## config.mk

```make
export PLATFORM = sky130hd
export DESIGN_NAME = player_input_ctrl
export DESIGN_NICKNAME = d
export VERILOG_FILES = /design/src/rtl/input_pkg.sv /design/src/rtl/player_action_fsm.sv /design/src/rtl/player_input_ctrl.sv
export SDC_FILE = /design/constraint.sdc
export NUM_CORES = 1
export LEC_CHECK = 0
export BUFFER_PORTS_ARGS = -buffer_cell sky130_fd_sc_hd__buf_2
export CAP_MARGIN = 10
export CORE_UTILIZATION = 35
export CTS_BUF_LIST = sky130_fd_sc_hd__clkbuf_16
export DETAILED_ROUTE_END_ITERATION = 6
export HOLD_SLACK_MARGIN = 0.02
export SLEW_MARGIN = 20
export SYNTH_ARGS = -nofsm -noshare
export SYNTH_HDL_FRONTEND = slang
export SYNTH_SLANG_ARGS = --single-unit
export TNS_END_PERCENT = 30
```

## constraint.sdc

```tcl
create_clock -name Clk -period 3.9 [get_ports Clk]
set_input_delay 0.78 -clock Clk [delete_from_list [all_inputs] [get_ports Clk]]
set_output_delay 0.78 -clock Clk [all_outputs]
set_load 0.03 [all_outputs]
```

## src/rtl/input_pkg.sv

```systemverilog
// Shared keycodes, keymap and action/direction types for the player input controller.
// The optional report-to-report debounce is enabled with the KEY_DEBOUNCE_EN macro.
package input_pkg;

   typedef enum logic [2:0] {ActUp, ActLeft, ActDown, ActRight, ActBomb} action_e;
   typedef enum logic [2:0] {DirNone, DirUp, DirLeft, DirDown, DirRight} dir_e;

   localparam int unsigned NUM_ACTIONS = 5;

   localparam logic [7:0] KC_ROLLOVER = 8'd1;
   localparam logic [7:0] KC_W        = 8'd26;
   localparam logic [7:0] KC_A        = 8'd4;
   localparam logic [7:0] KC_S        = 8'd22;
   localparam logic [7:0] KC_D        = 8'd7;
   localparam logic [7:0] KC_P0_BOMB  = 8'd53;
   localparam logic [7:0] KC_UP       = 8'd82;
   localparam logic [7:0] KC_LEFT     = 8'd80;
   localparam logic [7:0] KC_DOWN     = 8'd81;
   localparam logic [7:0] KC_RIGHT    = 8'd79;
   localparam logic [7:0] KC_P1_BOMB  = 8'd54;

   // Indexed [player][action], actions ordered UP, LEFT, DOWN, RIGHT, BOMB.
   localparam logic [7:0] KEYMAP [2][5] = '{
      '{KC_W,  KC_A,    KC_S,    KC_D,     KC_P0_BOMB},
      '{KC_UP, KC_LEFT, KC_DOWN, KC_RIGHT, KC_P1_BOMB}
   };

   // Highest-priority direction in a {RIGHT, DOWN, LEFT, UP} mask.
   function automatic dir_e first_dir(logic [3:0] m);
      if (m[0])      return DirUp;
      else if (m[1]) return DirLeft;
      else if (m[2]) return DirDown;
      else if (m[3]) return DirRight;
      else           return DirNone;
   endfunction

   function automatic logic [3:0] dir_mask(dir_e d);
      case (d)
         DirUp:    return 4'b0001;
         DirLeft:  return 4'b0010;
         DirDown:  return 4'b0100;
         DirRight: return 4'b1000;
         default:  return 4'b0000;
      endcase
   endfunction

endpackage

```

## src/rtl/player_action_fsm.sv

```systemverilog
// Per-player direction tracking, bomb edge/cooldown and optional debounce (KEY_DEBOUNCE_EN).
module player_action_fsm
   import input_pkg::*;
#(
   parameter int unsigned PLAYER        = 0,
   parameter int unsigned BOMB_COOLDOWN = 16
) (
   input  logic       Clk,
   input  logic       Reset,
   input  logic       accept,
   input  logic [4:0] raw,
   output logic [7:0] move,
   output logic       bomb
);

   localparam int unsigned CdW = $clog2(BOMB_COOLDOWN + 1);

   dir_e           dir_q, dir_next;
   logic [4:0]     held_q, held_next, newly;
   logic [CdW-1:0] cd_q;

`ifdef KEY_DEBOUNCE_EN
   logic [4:0] db_q;
   // A bit only moves into held_q once two consecutive reports agree on it.
   assign held_next = ((raw ^ db_q) & held_q) | (~(raw ^ db_q) & raw);
`else
   assign held_next = raw;
`endif

   assign newly = held_next & ~held_q;

   function automatic logic [7:0] kc_of(dir_e d);
      case (d)
         DirUp:    return KEYMAP[PLAYER][0];
         DirLeft:  return KEYMAP[PLAYER][1];
         DirDown:  return KEYMAP[PLAYER][2];
         DirRight: return KEYMAP[PLAYER][3];
         default:  return 8'd0;
      endcase
   endfunction

   always_comb begin
      dir_next = dir_q;
      if (|newly[3:0]) begin
         dir_next = first_dir(newly[3:0]);
      end else if (!(|(held_next[3:0] & dir_mask(dir_q)))) begin
         dir_next = first_dir(held_next[3:0]);
      end
   end

   always_ff @(posedge Clk) begin
      if (Reset) begin
         dir_q  <= DirNone;
         held_q <= '0;
         cd_q   <= '0;
         move   <= '0;
         bomb   <= 1'b0;
`ifdef KEY_DEBOUNCE_EN
         db_q   <= '0;
`endif
      end else begin
         bomb <= 1'b0;
         if (cd_q != '0) cd_q <= cd_q - 1'b1;
         if (accept) begin
            held_q <= held_next;
            dir_q  <= dir_next;
            move   <= kc_of(dir_next);
`ifdef KEY_DEBOUNCE_EN
            db_q   <= raw;
`endif
            // cd_q is tested before this clock's decrement, so 1->0 still blocks.
            if (newly[4] && cd_q == '0) begin
               bomb <= 1'b1;
               cd_q <= CdW'(BOMB_COOLDOWN);
            end
         end
      end
   end

endmodule

```

## src/rtl/player_input_ctrl.sv

```systemverilog
// Keyboard report decoder: slot matching and rollover detection, one action FSM per player.
// Optional debounce inside each player FSM is enabled with KEY_DEBOUNCE_EN.
module player_input_ctrl
   import input_pkg::*;
#(
   parameter int unsigned NUM_SLOTS     = 6,
   parameter int unsigned NUM_PLAYERS   = 2,
   parameter int unsigned BOMB_COOLDOWN = 16
) (
   input  logic                         Clk,
   input  logic                         Reset,
   input  logic                         keys_valid,
   input  logic [8*NUM_SLOTS-1:0]       keycodes,
   output logic [NUM_PLAYERS-1:0][7:0]  move,
   output logic [NUM_PLAYERS-1:0]       bomb,
   output logic                         rollover_err
);

   logic [NUM_PLAYERS-1:0][4:0] raw_held;
   logic                        rollover_hit;
   logic                        accept;

   always_comb begin
      raw_held     = '0;
      rollover_hit = 1'b0;
      for (int unsigned s = 0; s < NUM_SLOTS; s++) begin
         if (keycodes[8*s +: 8] == KC_ROLLOVER) rollover_hit = 1'b1;
         for (int unsigned p = 0; p < NUM_PLAYERS; p++) begin
            for (int unsigned a = 0; a < NUM_ACTIONS; a++) begin
               if (keycodes[8*s +: 8] == KEYMAP[p][a]) raw_held[p][a] = 1'b1;
            end
         end
      end
   end

   // Phantom (ErrorRollOver) reports never reach the player state.
   assign accept = keys_valid & ~rollover_hit;

   always_ff @(posedge Clk) begin
      if (Reset) begin
         rollover_err <= 1'b0;
      end else if (keys_valid) begin
         rollover_err <= rollover_hit;
      end
   end

   for (genvar p = 0; p < NUM_PLAYERS; p++) begin : g_player
      player_action_fsm #(
         .PLAYER        (p),
         .BOMB_COOLDOWN (BOMB_COOLDOWN)
      ) u_player (
         .Clk    (Clk),
         .Reset  (Reset),
         .accept (accept),
         .raw    (raw_held[p]),
         .move   (move[p]),
         .bomb   (bomb[p])
      );
   end

endmodule

```

Word level (Yosys, flattened, before mapping)
Cells that the tools add are included.
{"block": "word_totals", "ff_bits": 45, "in_bits": 51, "out_inout_bits": 19, "elab_cells": 215}
{"block": "classes", "n_addsub": 2, "eq_ne": 82, "n_mux": 100, "bitwise_logic": 9, "n_reduce_logical": 11}
{"operator": "$eq 8x7->1 const B", "count": 24}
{"operator": "$eq 8x3->1 const B", "count": 12}
{"operator": "$eq 8x5->1 const B", "count": 12}
{"operator": "$eq 8x6->1 const B", "count": 12}
{"operator": "$mux 1", "count": 68}
{"operator": "$mux 3", "count": 20}
{"operator": "$eq 8x1->1 const B", "count": 6}
{"operator": "$pmux 4 s4", "count": 2}
{"operator": "$mux 5", "count": 6}
{"operator": "$pmux 7 s4", "count": 1}
{"operator": "$eq 3x2->1 const B", "count": 8}
{"operator": "$pmux 5 s4", "count": 1}
{"operator": "$reduce_or 4->1", "count": 4}
{"operator": "$eq 3x1->1 const B", "count": 4}
{"operator": "$eq 3x3->1 const B", "count": 4}
{"operator": "$and 5x5->5", "count": 2}
{"operator": "$logic_not 5->1", "count": 2}
{"operator": "$not 5->5", "count": 2}
{"operator": "$reduce_bool 5->1", "count": 2}
{"operator": "$sub 5x1->5 const B", "count": 2}
{"operator": "$and 4x4->4", "count": 2}
{"operator": "$mux 4", "count": 2}
{"operator": "$logic_and 1x1->1", "count": 2}
{"operator": "$not 1->1", "count": 2}
{"operator": "other kinds (2)", "count": 2}

Depth between registers and ports, before layout
{"block": "logic_depth", "ltp_word": 16, "ltp_mapped": 9, "depth_no_buf": 8}

Cells and area by module
A second synthesis with hierarchy kept.
{"block": "hier_totals", "hier_cells": 370, "area_unflattened_um2": 2951.6}
{"mod": "player_input_ctrl", "instances": 1, "cells_per_inst": 154, "area_per_inst_um2": 1001.0, "seq_area_each_um2": 20.0}
{"mod": "player_action_fsm at g_player[0].u_player", "instances": 1, "cells_per_inst": 107, "area_per_inst_um2": 975.9, "seq_area_each_um2": 380.4}
{"mod": "player_action_fsm at g_player[1].u_player", "instances": 1, "cells_per_inst": 109, "area_per_inst_um2": 974.7, "seq_area_each_um2": 380.4}

Least setup slack after synthesis
Ideal clock, no wire load.
{"block": "synth_path", "path_type": "input-to-reg", "from": "input port keycodes[35]", "to": "register g_player[1].u_player.move[1]", "setup_ps": 68, "t_arrival_ps": 2947, "t_required_ps": 3832, "setup_slack_ps": 885, "cell_stages": 8, "n_path_buf": 0, "path_cell_list": "or4b_1 or3_1 and4_4 and2_4 a22o_1 o311a_1 a2111o_1 o21ai_2"}
{"block": "synth_between", "elab_chain_cells": 11, "word_cells_on_any_way": 36}
{"element": "start: declaration", "line": "player_input_ctrl.sv:13", "rtl": "input logic [8*NUM_SLOTS-1:0] keycodes,"}
{"element": "$eq 8x7->1", "line": "player_input_ctrl.sv:30", "rtl": "if (keycodes[8*s +: 8] == KEYMAP[p][a]) raw_held[p][a] = 1'b1;"}
{"element": "$mux 1 (2 in series)", "line": "player_input_ctrl.sv:30"}
{"element": "$mux 3 or $and 5x5->5 (tied branches)", "line": "input_pkg.sv:33, player_action_fsm.sv:30"}
{"element": "$mux 3 (on tied branches)", "line": "input_pkg.sv:32, input_pkg.sv:33"}
{"element": "$mux 3 (on tied branches)", "line": "input_pkg.sv:31, input_pkg.sv:32"}
{"element": "$mux 3 (on tied branches)", "line": "input_pkg.sv:30, input_pkg.sv:31"}
{"element": "$mux 3 (on tied branches)", "line": "player_action_fsm.sv:46, input_pkg.sv:30"}
{"element": "$mux 3", "line": "player_action_fsm.sv:44", "rtl": "if (|newly[3:0]) begin"}
{"element": "$eq 3x3->1 (tied with other cells)", "line": "player_action_fsm.sv:33", "rtl": "case (d)"}
{"element": "$pmux 7 s4", "line": "player_action_fsm.sv:33"}
{"element": "end signal: assignment", "line": "player_action_fsm.sv:67", "rtl": "move <= kc_of(dir_next);"}
{"element": "end: declaration", "line": "player_action_fsm.sv:12", "rtl": "output logic [7:0] move,"}
Several ways; a longest one is shown, not always the timed one.
A chain may end at the register's enable or synchronous reset.

Worst setup path in the final report
{"block": "layout_path", "from": "input port keycodes[44]", "to": "register g_player[1].u_player.move[6]"}
{"block": "layout_between", "elab_chain_cells": 10, "word_cells_on_any_way": 31}
{"element": "$eq 8x7->1", "line": "player_input_ctrl.sv:30"}
{"element": "$mux 1", "line": "player_input_ctrl.sv:30"}
{"element": "$mux 3 or $and 5x5->5 (tied branches)", "line": "input_pkg.sv:33, player_action_fsm.sv:30"}
{"element": "$mux 3 (on tied branches)", "line": "input_pkg.sv:32, input_pkg.sv:33"}
{"element": "$mux 3 (on tied branches)", "line": "input_pkg.sv:31, input_pkg.sv:32"}
{"element": "$mux 3 (on tied branches)", "line": "input_pkg.sv:30, input_pkg.sv:31"}
{"element": "$mux 3 (on tied branches)", "line": "player_action_fsm.sv:46, input_pkg.sv:30"}
{"element": "$mux 3", "line": "player_action_fsm.sv:44"}
{"element": "$eq 3x3->1 (tied with other cells)", "line": "player_action_fsm.sv:33"}
{"element": "$pmux 7 s4", "line": "player_action_fsm.sv:33"}
Several ways; a longest one is shown, not always the timed one.

==> results.json <==
{
  "timing.fmax_mhz": 309,
  "share_of_the_synthesized_area_in_the_top_cell_type": 0.275,
  "critical_path_class": "primary input to flop",
  "synth_edf_count": 0,
  "detail_route.vias_per_cell": 5.73,
  "total_power_after_layout_mw": 1.39,
  "max-cap-violations": 0,
  "place.port_buffers": 64,
  "synth_cells": 368,
  "drt_pre_antenna_iters": 5,
  "startpoint_type": "primary input",
  "routed_wl_mm": 8.26,
  "yosysWarnings": 0,
  "timing.setup.tns_ns": 0,
  "clock_tree.root_cell": "sky130_fd_sc_hd__clkbuf_16",
  "slew-limit-headroom": 0.447,
  "critPathCaptureType": "flop",
  "most_common_library_cell_in_the_layout_ignoring_fill_and_taps": "sky130_fd_sc_hd__buf_2",
  "power_per_cell_area_nw_per_um2": 402,
  "area_growth_syn_to_layout_pct": 21.5,
  "final.fill_count": 818,
  "crit_required_ns": 4.11,
  "worst_ir_drop_vdd_mv": 0.220,
  "use_met3": 0.0439,
  "cts_buffer_depth": 2,
  "hold_path_class": "flop to flop",
  "regToRegEndpoint": "g_player[1].u_player.move[6]$_SDFFE_PP0P_",
  "finalWorstSetupSlack_ns": 0.667,
  "finalNonFillerCells": 536,
  "run_status": "completed",
  "min_delay_path_depth": 2,
  "numCtsBuffers": 5,
  "globalRouteOverflowTotal": 0,
  "die_h_um": 92.1,
  "synth_area_leader_cell": "sky130_fd_sc_hd__dfxtp_1",
  "cts_htree_levels": 2,
  "rsz_0062_raised_after_global_routing": "no",
  "ys_ff_latch": 39,
  "arrival_ns": 3.45,
  "grt_pass1_wl_mm": 13.1,
  "routabilityCongestion": 0.961,
  "postCtsSetupBuffers": 0,
  "antenna_cells": 0,
  "dp_cells": 528,
  "setup.reg_to_reg.worst_slack_ns": 1.82,
  "synthesis.area_sq_um": 2840,
  "ff2ff_path_depth": 6,
  "routedWlPerCell_um": 15.4,
  "width_of_the_chip_um": 92.1,
  "num-nets-final": 486,
  "finalClockSkew_ns": 0.00320,
  "postSynth.topFlopCell": "sky130_fd_sc_hd__dfxtp_1",
  "layout_cells_sized_above_1": 0.203,
  "synth_area_leaders": "sky130_fd_sc_hd__dfxtp_1, sky130_fd_sc_hd__nor2_1, sky130_fd_sc_hd__nor4b_1, sky130_fd_sc_hd__nor4bb_1, sky130_fd_sc_hd__nand2_1",
  "globalRoute.busiestLayer": "met2",
  "hold_path_startpoint": "g_player[1].u_player.move[4]$_SDFFE_PP0P_",
  "via_count_of_the_first_global_routing_pass": 2726,
  "std_cell_rows": 32,
  "report.final.setup_viol": 0,
  "count_of_hold_buffers_inserted_by_post_cts_repair": 0,
  "total_leakage_power_nw": 1.38,
  "drcViolationCount": 0,
  "multiInputGateArea_sq_um": 1960,
  "most-common-layout-cells": "sky130_fd_sc_hd__buf_2, sky130_fd_sc_hd__nor2_1, sky130_fd_sc_hd__dfxtp_1",
  "worst-slew-pin-transition_ns": 0.818,
  "layout_worst_path_cycle_share": 0.829,
  "antenna_found_initial": 0,
  "regArea_sq_um": 781,
  "grt_use_met1": 0.260,
  "grt_max_degree": 30,
  "design.portCount": 70,
  "synth_cell_type_count": 56,
  "maxSlewViolCount": 0,
  "report.final.hold_viol_count": 0,
  "period_minus_slack_ns": 3.23,
  "dp.final_hpwl_mm": 6.51,
  "global_route.usage.met2": 0.315,
  "cp-startpoint": "keycodes[44]",
  "synth_seq_area_share": 0.275,
  "cp_max_fo": 7,
  "dr_total_vias": 3070,
  "cts_tree": "done",
  "synthesis.area_per_instance_sq_um": 7.72,
  "initial_utilization": 0.364,
  "r2r_start": "g_player[1].u_player.dir_q[2]$_SDFFE_PP0P_",
  "worst_hold_path.endpoint": "g_player[1].u_player.move[4]$_SDFFE_PP0P_",
  "core_region_area_sq_um": 7810,
  "clock_insertion_delay_worst_skew_ns": 0.27,
  "post_cts_resize_count": 0,
  "async_s_r_ff_share_synth": 0,
  "die_area_sq_um": 8480,
  "cts.sinks": 39,
  "groute.usage.overall": 0.194,
  "ant_nets": 0,
  "first_iter_violations": 190,
  "path_clk_slew_ns": 0.06,
  "place_worst_setup_slack_ns": 0.440
}
==> kinds of logic (layout without fill, tap and decap cells) <==
logic type | Yosys count | in the layout | synth area share
AND/OR/NAND/NOR | 216 | 216 | 0.449
other | 1 | 5 | 0.00132
flip-flops | 39 | 39 | 0.275
buffers and inverters | 25 | 87 | 0.0436
adder cells (fa/ha/maj) | 2 | 2 | 0.00881
AO/OA/AOI/OAI | 74 | 74 | 0.185
XOR/XNOR | 6 | 6 | 0.0185
multiplexers | 5 | 5 | 0.0185
==> area by class of cell <==
type	instances	share of cell area
Multi-Input combinational cell	308	0.567
Sequential cell	39	0.226
Timing Repair Buffer	70	0.106
Tap cell	102	0.0370
Clock buffer	5	0.0362
Clock inverter	3	0.0185
Inverter	9	0.00979
==> cells in the mapped netlist, drive strengths merged, types with 3 or more instances <==
master	instances
nor2	51
nor4	12
nand2	32
dfxtp	39
buf	8
and2	3
and4b	3
nand3b	3
nor4bb	13
a31oi	3
nor4b	18
or3	3
nor3	14
a211oi	12
nand2b	12
inv	9
nand3	12
mux2i	3
and4	3
xnor2	6
nor3b	4
o22ai	3
a32o	3
nand4	10
a21oi	15
a21o	3
and3	3
nor2b	8
o21ai	8
or4	3
nand4b	6
a22oi	9
clkbuf	8
==> sequential cells by signal (all words and copies together), names as in the netlist <==
register and count:
g_player.u_player.cd_q 10, g_player.u_player.held_q 10, g_player.u_player.move 10, rollover_err 1, g_player.u_player.bomb 2, g_player.u_player.dir_q 6
==> critical path, stage by stage <==
cell	delay, ns
sky130_fd_sc_hd__buf_2	0.14
sky130_fd_sc_hd__nor4bb_1	0.60
sky130_fd_sc_hd__a22oi_1	0.25
sky130_fd_sc_hd__and4_1	0.33
sky130_fd_sc_hd__nor4b_1	0.35
sky130_fd_sc_hd__nor3_1	0.09
sky130_fd_sc_hd__a211oi_1	0.47
sky130_fd_sc_hd__o311ai_0	0.29
sky130_fd_sc_hd__nand3_1	0.14
==> report_power, final <==
| part | switching (mW) | total [mW] | internal, mW |
|---|---|---|---|
| Combinational | 0.223 | 0.386 | 0.164 |
| Clock | 0.152 | 0.516 | 0.364 |
| Sequential | 0.0353 | 0.487 | 0.452 |
==> metal layers <==
layer  part of all wire  vias to the layer above
met5                  0                        -
met4             0.0079                        0
met3              0.057                        4
met2               0.45                       80
met1               0.48                     1442
li1                   -                     1544
==> through the flow <==
step,util,cell area [sq um],hold WS [ns]
final,0.442,3450,0.441
after global routing,0.442,3450,0.462
after CTS,0.442,3450,0.444
after detailed placement,0.418,3260,0.435
after global placement,0.418,3260,0.439
after floorplan,-,2860,0.437
==> worst max-delay path by stage <==
| stage | end | depth (start not counted) |
|---|---|---|
| after global placement | g_player[1].u_player.move[6]$_SDFFE_PP0P_ | 9 |
| after floorplan | g_player[1].u_player.move[1]$_SDFFE_PP0P_ | 8 |
| final | g_player[1].u_player.move[6]$_SDFFE_PP0P_ | 9 |
| after detailed placement | g_player[1].u_player.move[6]$_SDFFE_PP0P_ | 9 |
| after CTS | g_player[1].u_player.move[6]$_SDFFE_PP0P_ | 9 |
| after global routing | g_player[1].u_player.move[6]$_SDFFE_PP0P_ | 9 |
(Power assumes the default switching activity.)
